--- src/rtl/ram_req_adapter.sv ---
// rtl/ram_req_adapter.sv - core req/gnt/rvalid bus to single-port RAM strobes with buffered in-order responses

module ram_req_adapter #(
   parameter int ADDR_WIDTH = 15,
   parameter int DATA_WIDTH = 32,
   parameter int RD_LATENCY = 1,
   parameter int RESP_DEPTH = 4
) (
   input  logic                    clk,
   input  logic                    rst_i,
   input  logic                    req_i,
   output logic                    gnt_o,
   input  logic [ADDR_WIDTH-1:0]   addr_i,
   input  logic                    we_i,
   input  logic [DATA_WIDTH/8-1:0] be_i,
   input  logic [DATA_WIDTH-1:0]   wdata_i,
   output logic                    rvalid_o,
   output logic [DATA_WIDTH-1:0]   rdata_o,
   input  logic                    rready_i,
   output logic                    ram_en_o,
   output logic [ADDR_WIDTH-1:0]   ram_addr_o,
   output logic                    ram_we_o,
   output logic [DATA_WIDTH/8-1:0] ram_be_o,
   output logic [DATA_WIDTH-1:0]   ram_wdata_o,
   input  logic [DATA_WIDTH-1:0]   ram_rdata_i
);

   localparam int BE_WIDTH = DATA_WIDTH / 8;
   localparam int PTR_W    = $clog2(RESP_DEPTH);
   localparam int CNT_W    = PTR_W + 1;
   localparam int OCC_W    = CNT_W + 1;

   // Tag pipe: one slot per cycle of RAM read latency; the last slot is the
   // request whose RAM data is on ram_rdata_i this cycle.
   logic [RD_LATENCY-1:0] tag_vld_q, tag_vld_d;
   logic [RD_LATENCY-1:0] tag_we_q, tag_we_d;

   // Response FIFO state
   logic [DATA_WIDTH-1:0] fifo_q [RESP_DEPTH];
   logic [PTR_W-1:0]      wptr_q, wptr_d;
   logic [PTR_W-1:0]      rptr_q, rptr_d;
   logic [CNT_W-1:0]      count_q, count_d;

   logic [CNT_W-1:0]      inflight;
   logic [OCC_W-1:0]      occ;
   logic                  credit_ok;
   logic                  grant;
   logic                  push;
   logic                  pop;
   logic                  fifo_empty;
   logic                  fifo_full;
   logic [DATA_WIDTH-1:0] push_data;

   // Count requests still travelling through the RAM latency pipe
   always_comb begin
      inflight = '0;
      for (int i = 0; i < RD_LATENCY; i++) begin
         inflight = inflight + CNT_W'(tag_vld_q[i]);
      end
   end

   // Credit check uses registered state only, so a pop frees its slot one
   // cycle later and the grant path never depends on rready_i.
   always_comb begin
      occ       = OCC_W'(inflight) + OCC_W'(count_q);
      credit_ok = (occ < OCC_W'(RESP_DEPTH));
      grant     = req_i & ~rst_i & credit_ok;
   end

   assign gnt_o       = grant;
   assign ram_en_o    = grant;
   assign ram_we_o    = grant & we_i;
   assign ram_be_o    = be_i & {BE_WIDTH{we_i & ~rst_i}};
   assign ram_addr_o  = addr_i;
   assign ram_wdata_o = wdata_i;

   // Shift a {valid, we} tag per grant down the latency pipe
   always_comb begin
      tag_vld_d    = '0;
      tag_we_d     = '0;
      tag_vld_d[0] = grant;
      tag_we_d[0]  = grant & we_i;
      for (int i = 1; i < RD_LATENCY; i++) begin
         tag_vld_d[i] = tag_vld_q[i-1];
         tag_we_d[i]  = tag_we_q[i-1];
      end
   end

   // Tag pipe register; reset drops every request still in flight
   always_ff @(posedge clk) begin
      if (rst_i) begin
         tag_vld_q <= '0;
         tag_we_q  <= '0;
      end else begin
         tag_vld_q <= tag_vld_d;
         tag_we_q  <= tag_we_d;
      end
   end

   // Capture at the pipe head: writes answer with zero, reads with RAM data
   always_comb begin
      push       = tag_vld_q[RD_LATENCY-1];
      push_data  = tag_we_q[RD_LATENCY-1] ? '0 : ram_rdata_i;
      fifo_empty = (count_q == '0);
      fifo_full  = (count_q == CNT_W'(RESP_DEPTH));
      pop        = ~fifo_empty & ~rst_i & rready_i;
   end

   assign rvalid_o = ~fifo_empty & ~rst_i;
   assign rdata_o  = rvalid_o ? fifo_q[rptr_q] : '0;

   // FIFO pointer and occupancy next-state; pointers wrap naturally
   always_comb begin
      wptr_d  = wptr_q + PTR_W'(push);
      rptr_d  = rptr_q + PTR_W'(pop);
      count_d = count_q + CNT_W'(push) - CNT_W'(pop);
   end

   // FIFO control registers
   always_ff @(posedge clk) begin
      if (rst_i) begin
         wptr_q  <= '0;
         rptr_q  <= '0;
         count_q <= '0;
      end else begin
         wptr_q  <= wptr_d;
         rptr_q  <= rptr_d;
         count_q <= count_d;
      end
   end

   // FIFO storage; contents are meaningless once the pointers are cleared
   always_ff @(posedge clk) begin
      if (!rst_i && push && !fifo_full) begin
         fifo_q[wptr_q] <= push_data;
      end
   end

   // The credit rule must keep a push from ever landing on a full FIFO
   a_no_overflow: assert property (@(posedge clk) disable iff (rst_i) push |-> !fifo_full);

endmodule
--- config.mk ---
export PLATFORM = sky130hd
export DESIGN_NAME = ram_req_adapter
export DESIGN_NICKNAME = d
export VERILOG_FILES = /design/src/rtl/ram_req_adapter.sv
export SDC_FILE = /design/constraint.sdc
export NUM_CORES = 1
export LEC_CHECK = 0
export BUFFER_PORTS_ARGS = -buffer_cell sky130_fd_sc_hd__buf_2
export CAP_MARGIN = 10
export CORE_MARGIN = 5
export CORE_UTILIZATION = 30
export DETAILED_ROUTE_END_ITERATION = 10
export PLACE_DENSITY = 0.58
export SLEW_MARGIN = 20
export SYNTH_ARGS = -nofsm -noshare
export SYNTH_HDL_FRONTEND = slang
export SYNTH_SLANG_ARGS = --single-unit
--- constraint.sdc ---
create_clock -name clk -period 6.13 [get_ports clk]
set_input_delay 1.5325 -clock clk [delete_from_list [all_inputs] [get_ports clk]]
set_output_delay 1.5325 -clock clk [all_outputs]
set_load 0.01 [all_outputs]
**Word level (Yosys, flattened, before mapping)**

Memories as Yosys holds them, arrays and structs flattened. A register that Yosys moved wholly into a read port is not among the register bits.
Cells that the tools add are included.

- Bits in registers: 9
- Bits in writable memories: 128
- Bits of input ports: 88
- Output and inout bits: 87
- Word-level logic and storage cells: 32
- Memories: 1

- Add/sub/neg operators: 5
- Magnitude comparators: 1
- Equal/unequal tests: 1
- Multiplexer cells: 5
- Bitwise logic cells: 9
- Reductions and logical operators: 5

Memory list:

| name | words | bits a word | read ports | clocked after Yosys merged registers in | wr ports | RTL line | source |
|---|---|---|---|---|---|---|---|
| fifo_q | 4 | 32 | 1 | 1 | 1 | 39 | `logic [DATA_WIDTH-1:0] fifo_q [RESP_DEPTH];` |

Operators by type and width:

| kind | number |
|---|---|
| $mux 32 | 2 |
| $and 1x1->1 | 6 |
| $add 1x3->4 | 1 |
| $add 2x1->2 | 2 |
| $and 4x4->4 | 1 |
| $lt 4x3->1 const B | 1 |
| $add 3x1->3 | 1 |
| $eq 3x3->1 const B | 1 |
| $logic_not 3->1 | 1 |
| $sub 3x1->3 | 1 |
| $logic_and 1x1->1 | 2 |
| $logic_not 1->1 | 2 |
| $mux 1 | 2 |
| $mux 2 | 1 |
| $not 1->1 | 2 |

**Logic depth before layout (Yosys ltp)**

Gate-level depths: netlist (run 1).

- Word-level depth: 6
- Mapped depth: 8
- Mapped depth without buffers: 8

**Least setup slack after synthesis (run 1)**

OpenSTA, ideal clock, no wires.

- Path type: input -> register
- Start point: input rst_i
- End point: memory fifo_q[0][0], enable pin
- Data arrival time: 4.199 ns
- Required time: 5.669 ns
- Path slack: 1.470 ns
- Cell stages on the path: 3
- Buffers on the path: 1
- Path through: clkbuf_1 -> a211o_1 -> nor3_1

- Longest elaborated chain between the ends: 5

RTL lines:

| what | RTL line | source |
|---|---|---|
| start, declared | 10 | `input logic rst_i,` |
| $logic_not 1->1 | 134 | `if (!rst_i && push && !fifo_full) begin` |
| $logic_and 1x1->1 (2 in series) | 134 |  |
| $mux 1 | 134 |  |
| $mux 1 (implied by the code) | 135 | `fifo_q[wptr_q] <= push_data;` |
| end, declared | 39 |  |

No other way between the ends.

**Worst setup path after layout (run 1)**

- Start point: input rst_i
- End point: output rdata_o[19]

- Longest elaborated chain between the ends: 3

RTL lines:

| what | RTL line | source |
|---|---|---|
| $not 1->1 | 109 | `assign rvalid_o = ~fifo_empty & ~rst_i;` |
| $and 1x1->1 | 109 |  |
| $mux 32 | 110 | `assign rdata_o = rvalid_o ? fifo_q[rptr_q] : '0;` |
| end, declared | 18 | `output logic [DATA_WIDTH-1:0] rdata_o,` |

No other way between the ends.

==> run summary, run 1 <==
The critical path crosses 4 cells after its start point. The time the final worst path needs with I/O delays and setup came out at 4.27 ns. Summed over all cells, the static leakage comes to approximately 2.4 nW.

The die is between 150 and 200 um wide. The area of all sequential standard cells came out at 0.00403 mm2. Summing the sequential cell areas from Yosys gives 67.7% of the chip area. The worst setup margin came out at 1.86 ns. Fill cells in the final layout number roughly 1800. Final hold analysis gives a worst-case slack of about 0.6 ns. The gate count of the mapped netlist is roughly 340. The final cell area excluding filler cells is approximately 0.0069 mm2. The combinational family with the most area after synthesis is multiplexers. The post-detailed-route via-to-cell ratio came out at 4.38. The antenna cell count is 0. The area of the mapped netlist is just under 0.006 mm2. The quantity of hold-fixing buffers added after cts came out at 0. Counting both buffers and inverters, the worst setup path holds a total of 2. The number of antenna violations at the first check in global routing is 1.

The post-detailed-route count of antenna-violating nets came out at 0. The worst setup path is of the in2out kind. The total of cells resized after clock tree synthesis came out at 0. The number of flip-flops and latches in the synthesized netlist is 137. Leaving out fill and tap cells, the most frequent cell in the layout is edfxtp_1.

The total count of hold-check failures in the final report came out at 0. The die covers between 0.02 and 0.025 mm2. The worst slew margin relative to its limit came out at 31.1%. The max-cap check violation count is 0.

The number of cells traversed by the worst register-to-register path is 4. After detailed routing, the average wire length per cell comes to 17.9 um. The final setup skew is 0.00669 ns. For flop-to-flop paths, the worst setup slack is 3.52 ns.

The synthesis warning total is 0. Row generation in the floorplan step produced 51 rows. The overall fraction of global-route tracks in use came out at between 10 and 15%. The count of clock tree sinks came out at 137. The sum of net half-perimeters after detailed placement came out at 7220 um. The share of the synthesized area in the top cell type is 64.7%. The overflow left after global routing came out at 0.

The floorplan step set the die height to ~150 um. Setup repair after global routing left no endpoint under its margin. The path class of the tightest hold or removal check is reg2reg.

The area of combinational cells with multiple inputs is 0.00144 mm2. Clock-pin slew was measured on the worst setup and hold paths at 0.05 ns. The post-detailed-route DRC marker count is 0. Before CTS, the worst setup slack after placement is 1.78 ns. At the pin with the least slew margin, the transition time is 1.03 ns.

The layout net count came out at between 400 and 500. The placer's final routability congestion estimate came out at 0.609. The multiplexer fraction of the synthesized cell area is between 10% and 20%.

The power density normalized to cell area came out at 376 mW/mm2. In this run the cell area measured after placement is 0.00627 mm2. The synthesized area per cell came out at 17.3 um2. The signal on the critical path passes through buf_2 > or2_2 > nor2b_1 > buf_2. The port buffer count came out at 80. Global routing used 17.3% of the available met2 tracks. The run finished with clean final reports.

Clock tree synthesis selected as its root buffer the cell clkbuf_16. The slowest stage cell on the critical path is or2_2. The sum of routed wire length over all layers is between 10000 and 15000 um.

The worst-case IR drop observed on VDD is about 0.21 mV. The global routing usage on met3 came out at 4.21%. The share of the synthesized netlist area taken by xor and xnor gates came out at 0.737%. Following the worst setup path forward leads to its endpoint at rdata_o[19]. The buffers inserted during post-CTS setup optimization is 0. Data arrives at the worst endpoint at between 2 and 3 ns. On the worst path, the slowest cell contributes a delay of 0.68 ns. The worst setup path is captured at a primary output. The cell with the most instances on the worst path is buf_2. Summed over all instances, the cell type with the most area after synthesis is edfxtp_1. The fraction of final layout cells sized beyond drive strength 1 came out at between 30 and 40%. The total CTS buffers came out at 17. The wire length of the first global-routing pass is about 18000 um. The critical-path maximum fanout came out at 33. The number of search-and-repair iterations in the first detailed-routing pass is 4. On the critical path the largest part of the delay comes from simple AND/OR/NAND/NOR gates. The insertion delay of the later-clocked pin in the worst-skew pair came out at between 0.4 and 0.5 ns. The synthesized-area fraction occupied by adder cells came out at 0.969%.

The met1 routing resource usage after global routing came out at 13.2%. The worst register-to-register path ends at fifo_q[0][16]. The number of buffers between clock root and the deepest sink came out at 2.

In the post-synthesis netlist, the biggest area contributors are edfxtp_1 (65%), mux4_2 (11%), nor2b_1 (6.8%). The endpoint required time on the critical path came out at 4.60 ns. The count of boundary I/O pins came out at roughly 180. The deepest level of the CTS H-tree came out at 4. The number of vias after detailed routing is 2902. In the layout the commonest cells are edfxtp_1 (128), buf_2 (80), nor2b_1 (65).

The share of the clock period used by the worst path after layout is 69.7%. For this run, the top clock speed supported by timing is roughly 230 MHz. The complex-gate fraction of the synthesized area came out at 0.506%. The layer flagged by global routing as most heavily used is met2. STA classifies the critical path startpoint as a primary input.

The most critical setup path has its startpoint at rst_i. The count of unique library cells instantiated by Yosys is 27. The worst register-to-register path begins at count_q[1].

TritonCTS built the clock tree. Synthesis produced a netlist with a net count of between 400 and 500. Entering global routing, the biggest net connects 34 pins. From synthesis to final layout, the design area changed by 15.4%. In this run the most critical hold path is launched from wptr_q[1]. The basic-gate share of the synthesized area counting and, or, nand and nor cells came out at 9.25%.

For this configuration, the core starts out at a cell density of 30.5%. The number of global-route vias before repair came out at 3235. The DRC violation total after the first TritonRoute iteration came out at 121. The placeable core area is 0.0195 mm2.

The final max-slew violation count came out at 0. Setup violations remaining at the end of the flow were counted as 0. The number of instances on the worst hold path is 2.

The accumulated negative setup slack is 0 ns.
worst min path at each step:
stage,to
6_report,wptr_q[1]
5_1_grt,wptr_q[1]
4_1_cts,wptr_q[1]
3_5_place_dp,wptr_q[1]
3_3_place_gp,wptr_q[1]
2_1_floorplan,wptr_q[1]
synth_stat cells (all sizes together):
cell	number
o311ai	1
inv	6
mux4	32
o21ai	1
or2	1
a211o	1
clkbuf	8
nand3	2
nand2b	1
ha	3
buf	55
nor2	9
edfxtp	128
nor3	8
fa	1
xnor2	3
nand3b	1
and2	4
nor2b	66
dfxtp	9
xor2	2
o31ai	1
per-stage QoR:
step	total power, mW	util, %	cells
2_1_floorplan	1.52	-	343
3_5_place_dp	1.62	32.2	631
4_1_cts	2.62	35.2	663
6_report	2.58	35.2	663
3_3_place_gp	1.61	32.2	631
5_1_grt	2.71	35.2	663
area by class of cell:
type	instances	area share, %
timing repair buffer	86	6.50
clock inverter	13	2.24
multi-input combinational	137	21.0
sequential	137	58.7
tap	265	4.84
inverter	6	0.328
clock buffer	19	6.31
power by group:
group          switching, mW  internal (mW)  total, mW
Combinational          0.218          0.232      0.450
Clock                  0.364          0.635      0.999
Sequential            0.0612           1.07       1.13
worst reg2reg max path, delay by kind of cell, from the launching register on:
| family | cells | cell delay (ns) |
|---|---|---|
| flip-flops | 1 | 0.46 |
| buffers and inverters | 1 | 0.50 |
| AO/OA/AOI/OAI | 1 | 0.40 |
| AND/OR/NAND/NOR | 2 | 0.89 |
metal layers:
layer | wire, um | vias up
met3 | 904 | 54
li1 | - | 1315
met5 | 14 | -
met4 | 419 | 2
met2 | 5590 | 89
met1 | 4930 | 1442
registers in the layout (all words and copies together), names as in the netlist:
| signal | cells |
|---|---|
| fifo_q | 128 |
| push | 1 |
| count_q | 3 |
| wptr_q | 2 |
| rptr_q | 2 |
| tag_we_q | 1 |
cell families (layout without fill, tap and decap cells):
family	after synthesis	count (layout)
AO/OA/AOI/OAI	4	4
XOR/XNOR	5	5
adder cells (fa/ha/maj)	4	4
buffers and inverters	69	124
flip-flops	137	137
multiplexers	32	32
AND/OR/NAND/NOR	92	92
Power figures use the tool's default switching activity.
==> run 2: changes to the inputs <==
==> constraint.sdc (replaced) <==
create_clock -name clk -period 4.1 [get_ports clk]
set_input_delay 1.025 -clock clk [delete_from_list [all_inputs] [get_ports clk]]
set_output_delay 1.025 -clock clk [all_outputs]
set_load 0.01 [all_outputs]
==> run 2 against run 1 <==
Effect of this change:
- flip-flop and latch count did not move
- global-route usage hardly changed
- utilization increased by 0.22 points
- critical path type is now reg2out
- critical endpoint is now rdata_o[1]
- largest power group unchanged
==> run summary, run 2 (synthesis gave the netlist of run 1 again) <==
The type of the most critical hold path is reg2reg (unchanged). The area overhead of the layout relative to synthesis came out at 16.2% (was 15.4%). The worst slack at placement was 0.739 ns (was 1.78 ns). The area of combinational cells with multiple inputs is 0.00144 mm2 (about the same). The kind of capture point of the worst setup path is a primary output (unchanged). The share of the clock period used by the worst path after layout came out at between 80 and 90%. The y dimension of the die is 151 um (unchanged). The number of setup violations in the final report came to 0 (unchanged).

The number of vias after detailed routing came out at 2916 (was 2902). The total of cells resized after clock tree synthesis came to 0 (unchanged). The worst endpoint data arrival time is 2.35 ns (was 2.74 ns).

The max-cap check violation count is 0 (unchanged). The kind of launch point of the worst setup path is a register (was primary input). The count of clock tree sinks is 137 (unchanged).

The overflow left after global routing came out at 0 (unchanged). The number of flip-flops in the largest register was 128 (unchanged). The post-CTS clock slew at the launch and capture registers of the worst setup and hold paths is 0.06 ns (was 0.05 ns).

The die area is 0.0227 mm2 (unchanged). The placer's final routability congestion estimate came to 0.618 (was 0.609). The overall fraction of global-route tracks in use came out at 11.0% (about the same). The post-detailed-route via-to-cell ratio is 4.38 (about the same).

The worst slew margin relative to its limit is 38.6% (was 31.1%). The buffers inserted during post-CTS setup optimization came out at 0 (unchanged). The cell count after placement is 633 (was 631).

The post-detailed-route DRC marker count is 0 (unchanged). The total count of hold-check failures in the final report is 0 (unchanged). The number of search-and-repair iterations in the first detailed-routing pass is 4 (unchanged). The total power consumption of the routed design is 3.93 mW (was 2.58 mW). The sum of net half-perimeters after detailed placement was 7440 um (was 7220 um). The placeable core area came out at 0.0195 mm2 (unchanged).

The worst setup margin came out at 0.722 ns (was 1.86 ns). The largest net degree at the start of global routing is 34 (unchanged). The initial cell density of the core is 30.5% (unchanged). The total CTS buffers is 17 (unchanged). The final max-slew violation count is 0 (unchanged).

The clock tree from TritonCTS is yes (unchanged). After layout, the minimum clock period comes to 3.38 ns. The critical path start-end classification is reg2out (was in2out).

Ordered list of cells on the worst path: buf_12 > mux4_1 > nor2b_1 > buf_2 (was buf_2 > or2_2 > nor2b_1 > buf_2). The final standard cell utilization of the core came out at 35.4% (was 35.2%). The register with the most flip-flops is fifo_q (unchanged). The accumulated negative setup slack is 0 ns (unchanged). The kind of cell adding the most delay to the critical path is flip-flops (was simple AND/OR/NAND/NOR gates). The count of standard-cell rows came out at 51 (unchanged). The worst-case vdd ir drop was 0.309 mV (was 0.213 mV). The final setup skew came out at 0.00577 ns (was 0.00669 ns). The post-detailed-route count of antenna-violating nets is 0 (unchanged).

The critical-path maximum fanout is 19 (was 33). The count of boundary I/O pins came out at 175 (unchanged). The transition time at the pin with the least slew margin was 0.921 ns (was 1.03 ns). The layout net count came out at 479 (was 477).

The slowest stage cell on the critical path was dfxtp_2 (was or2_2). The number of antenna violations at the first check in global routing came to 0 (was 1). The power density normalized to cell area came out at 569 mW/mm2 (was 376 mW/mm2). The routed length per instance is 17.9 um (about the same). The quantity of hold-fixing buffers added after cts came out at 0 (unchanged). The number of global-route vias before repair is 3263 (was 3235).

The horizontal die dimension came out at 151 um (unchanged). The sum of routed wire length over all layers is 11900 um (about the same). The fraction of final layout cells sized beyond drive strength 1 came out at 38.0% (was 37.9%). The endpoint required time on the critical path came to 3.07 ns (was 4.60 ns). The number of cells in the finished layout apart from fillers was 665 (was 663). The number of buffers and inverters on the critical path came to 2 (unchanged).

The root buffer cell was clkbuf_16 (unchanged). The DRC violation total after the first TritonRoute iteration is 112 (was 121). Run status: complete, no violations (unchanged). The area of all sequential standard cells was 0.00403 mm2 (unchanged).

The delay of the slowest critical-path stage is 0.71 ns (was 0.68 ns). The insertion delay of the later-clocked pin in the worst-skew pair is 0.41 ns (about the same). Commonest cells after routing, fill and taps aside: edfxtp_1 (128), buf_2 (80), nor2b_1 (65) (unchanged). Setup repair after global routing missed its margin: no (unchanged). The commonest non-fill, non-tap cell in the layout was edfxtp_1 (unchanged). The antenna cell count is 0 (unchanged). The number of buffers between clock root and the deepest sink is 2 (unchanged). The deepest level of the CTS H-tree came out at 4 (unchanged). The highest achievable clock rate is 296 MHz. The port buffer count was 80 (unchanged). The leakage component of the power came out at 2.39 nW (about the same). The count of fill cells added during filler insertion is 1842 (was 1844). The wire length of the first global-routing pass is 18000 um (was 18200 um). Top Registers: fifo_q: 128 flops, count_q: 3 flops (unchanged).
==> run 2: cell count changes in the layout (fill, tap and decap cells not counted) <==
cell,delta
clkinv_4,-3
buf_4,+1
nor3_2,+1
clkinvlp_4,+2
clkinv_1,+2
buf_12,+1
nor3_4,-1
inv_6,+1
clkbuf_1,-1
bufinv_16,+1
clkinv_2,-2
==> run 2: routing by layer <==
metal	up-vias	part of all wire, %	global-route usage [%]
li1	1317	-	-
met1	1453	40	12.5
met2	88	50	18.0
met3	58	6.9	4.03
met4	0	3.8	6.07
met5	-	0	0
==> run 2: stage by stage <==
| step | hold WS (ns) | instance area, um2 |
|---|---|---|
| 6_report | 0.579 | 6900 |
| 5_1_grt | 0.618 | 6900 |
| 4_1_cts | 0.579 | 6900 |
| 3_5_place_dp | 0.561 | 6290 |
| 3_3_place_gp | 0.581 | 6290 |
| 2_1_floorplan | 0.520 | 5940 |
==> run 2: power by group <==
group | switching (mW) | total (mW) | internal (mW)
Combinational | 0.331 | 0.690 | 0.359
Clock | 0.541 | 1.55 | 1.01
Sequential | 0.0930 | 1.69 | 1.60
==> run 2: layout make-up <==
cell class | count | area share, %
inverters | 6 | 0.326
repair buffers | 88 | 6.86
clock inverters | 14 | 2.59
flip-flops and latches | 137 | 58.4
multi-input cells | 137 | 20.8
well taps | 265 | 4.81
clock buffers | 18 | 6.22
==> run 2: worst reg2reg max path, cell delays in order (launching register included) <==
cell	delay (ns)
dfxtp_1	0.48
o31ai_1	0.18
nor3_1	0.30
nand2b_1	0.16
ha_1	0.14
inv_1	0.05
fa_1	0.39
xnor2_1	0.18
nor2_1	0.05
==> run 2: path summary, 6_finish.rpt <==
path | cells past startpoint | slack [ns] | from | endpoint
max | 4 | 0.72 | rptr_q[0] | rdata_o[1]
min | 2 | 0.58 | wptr_q[1] | wptr_q[1]
max reg2reg | 8 | 2.06 | count_q[1] | count_q[2]
min reg2reg | 2 | 0.58 | wptr_q[1] | wptr_q[1]
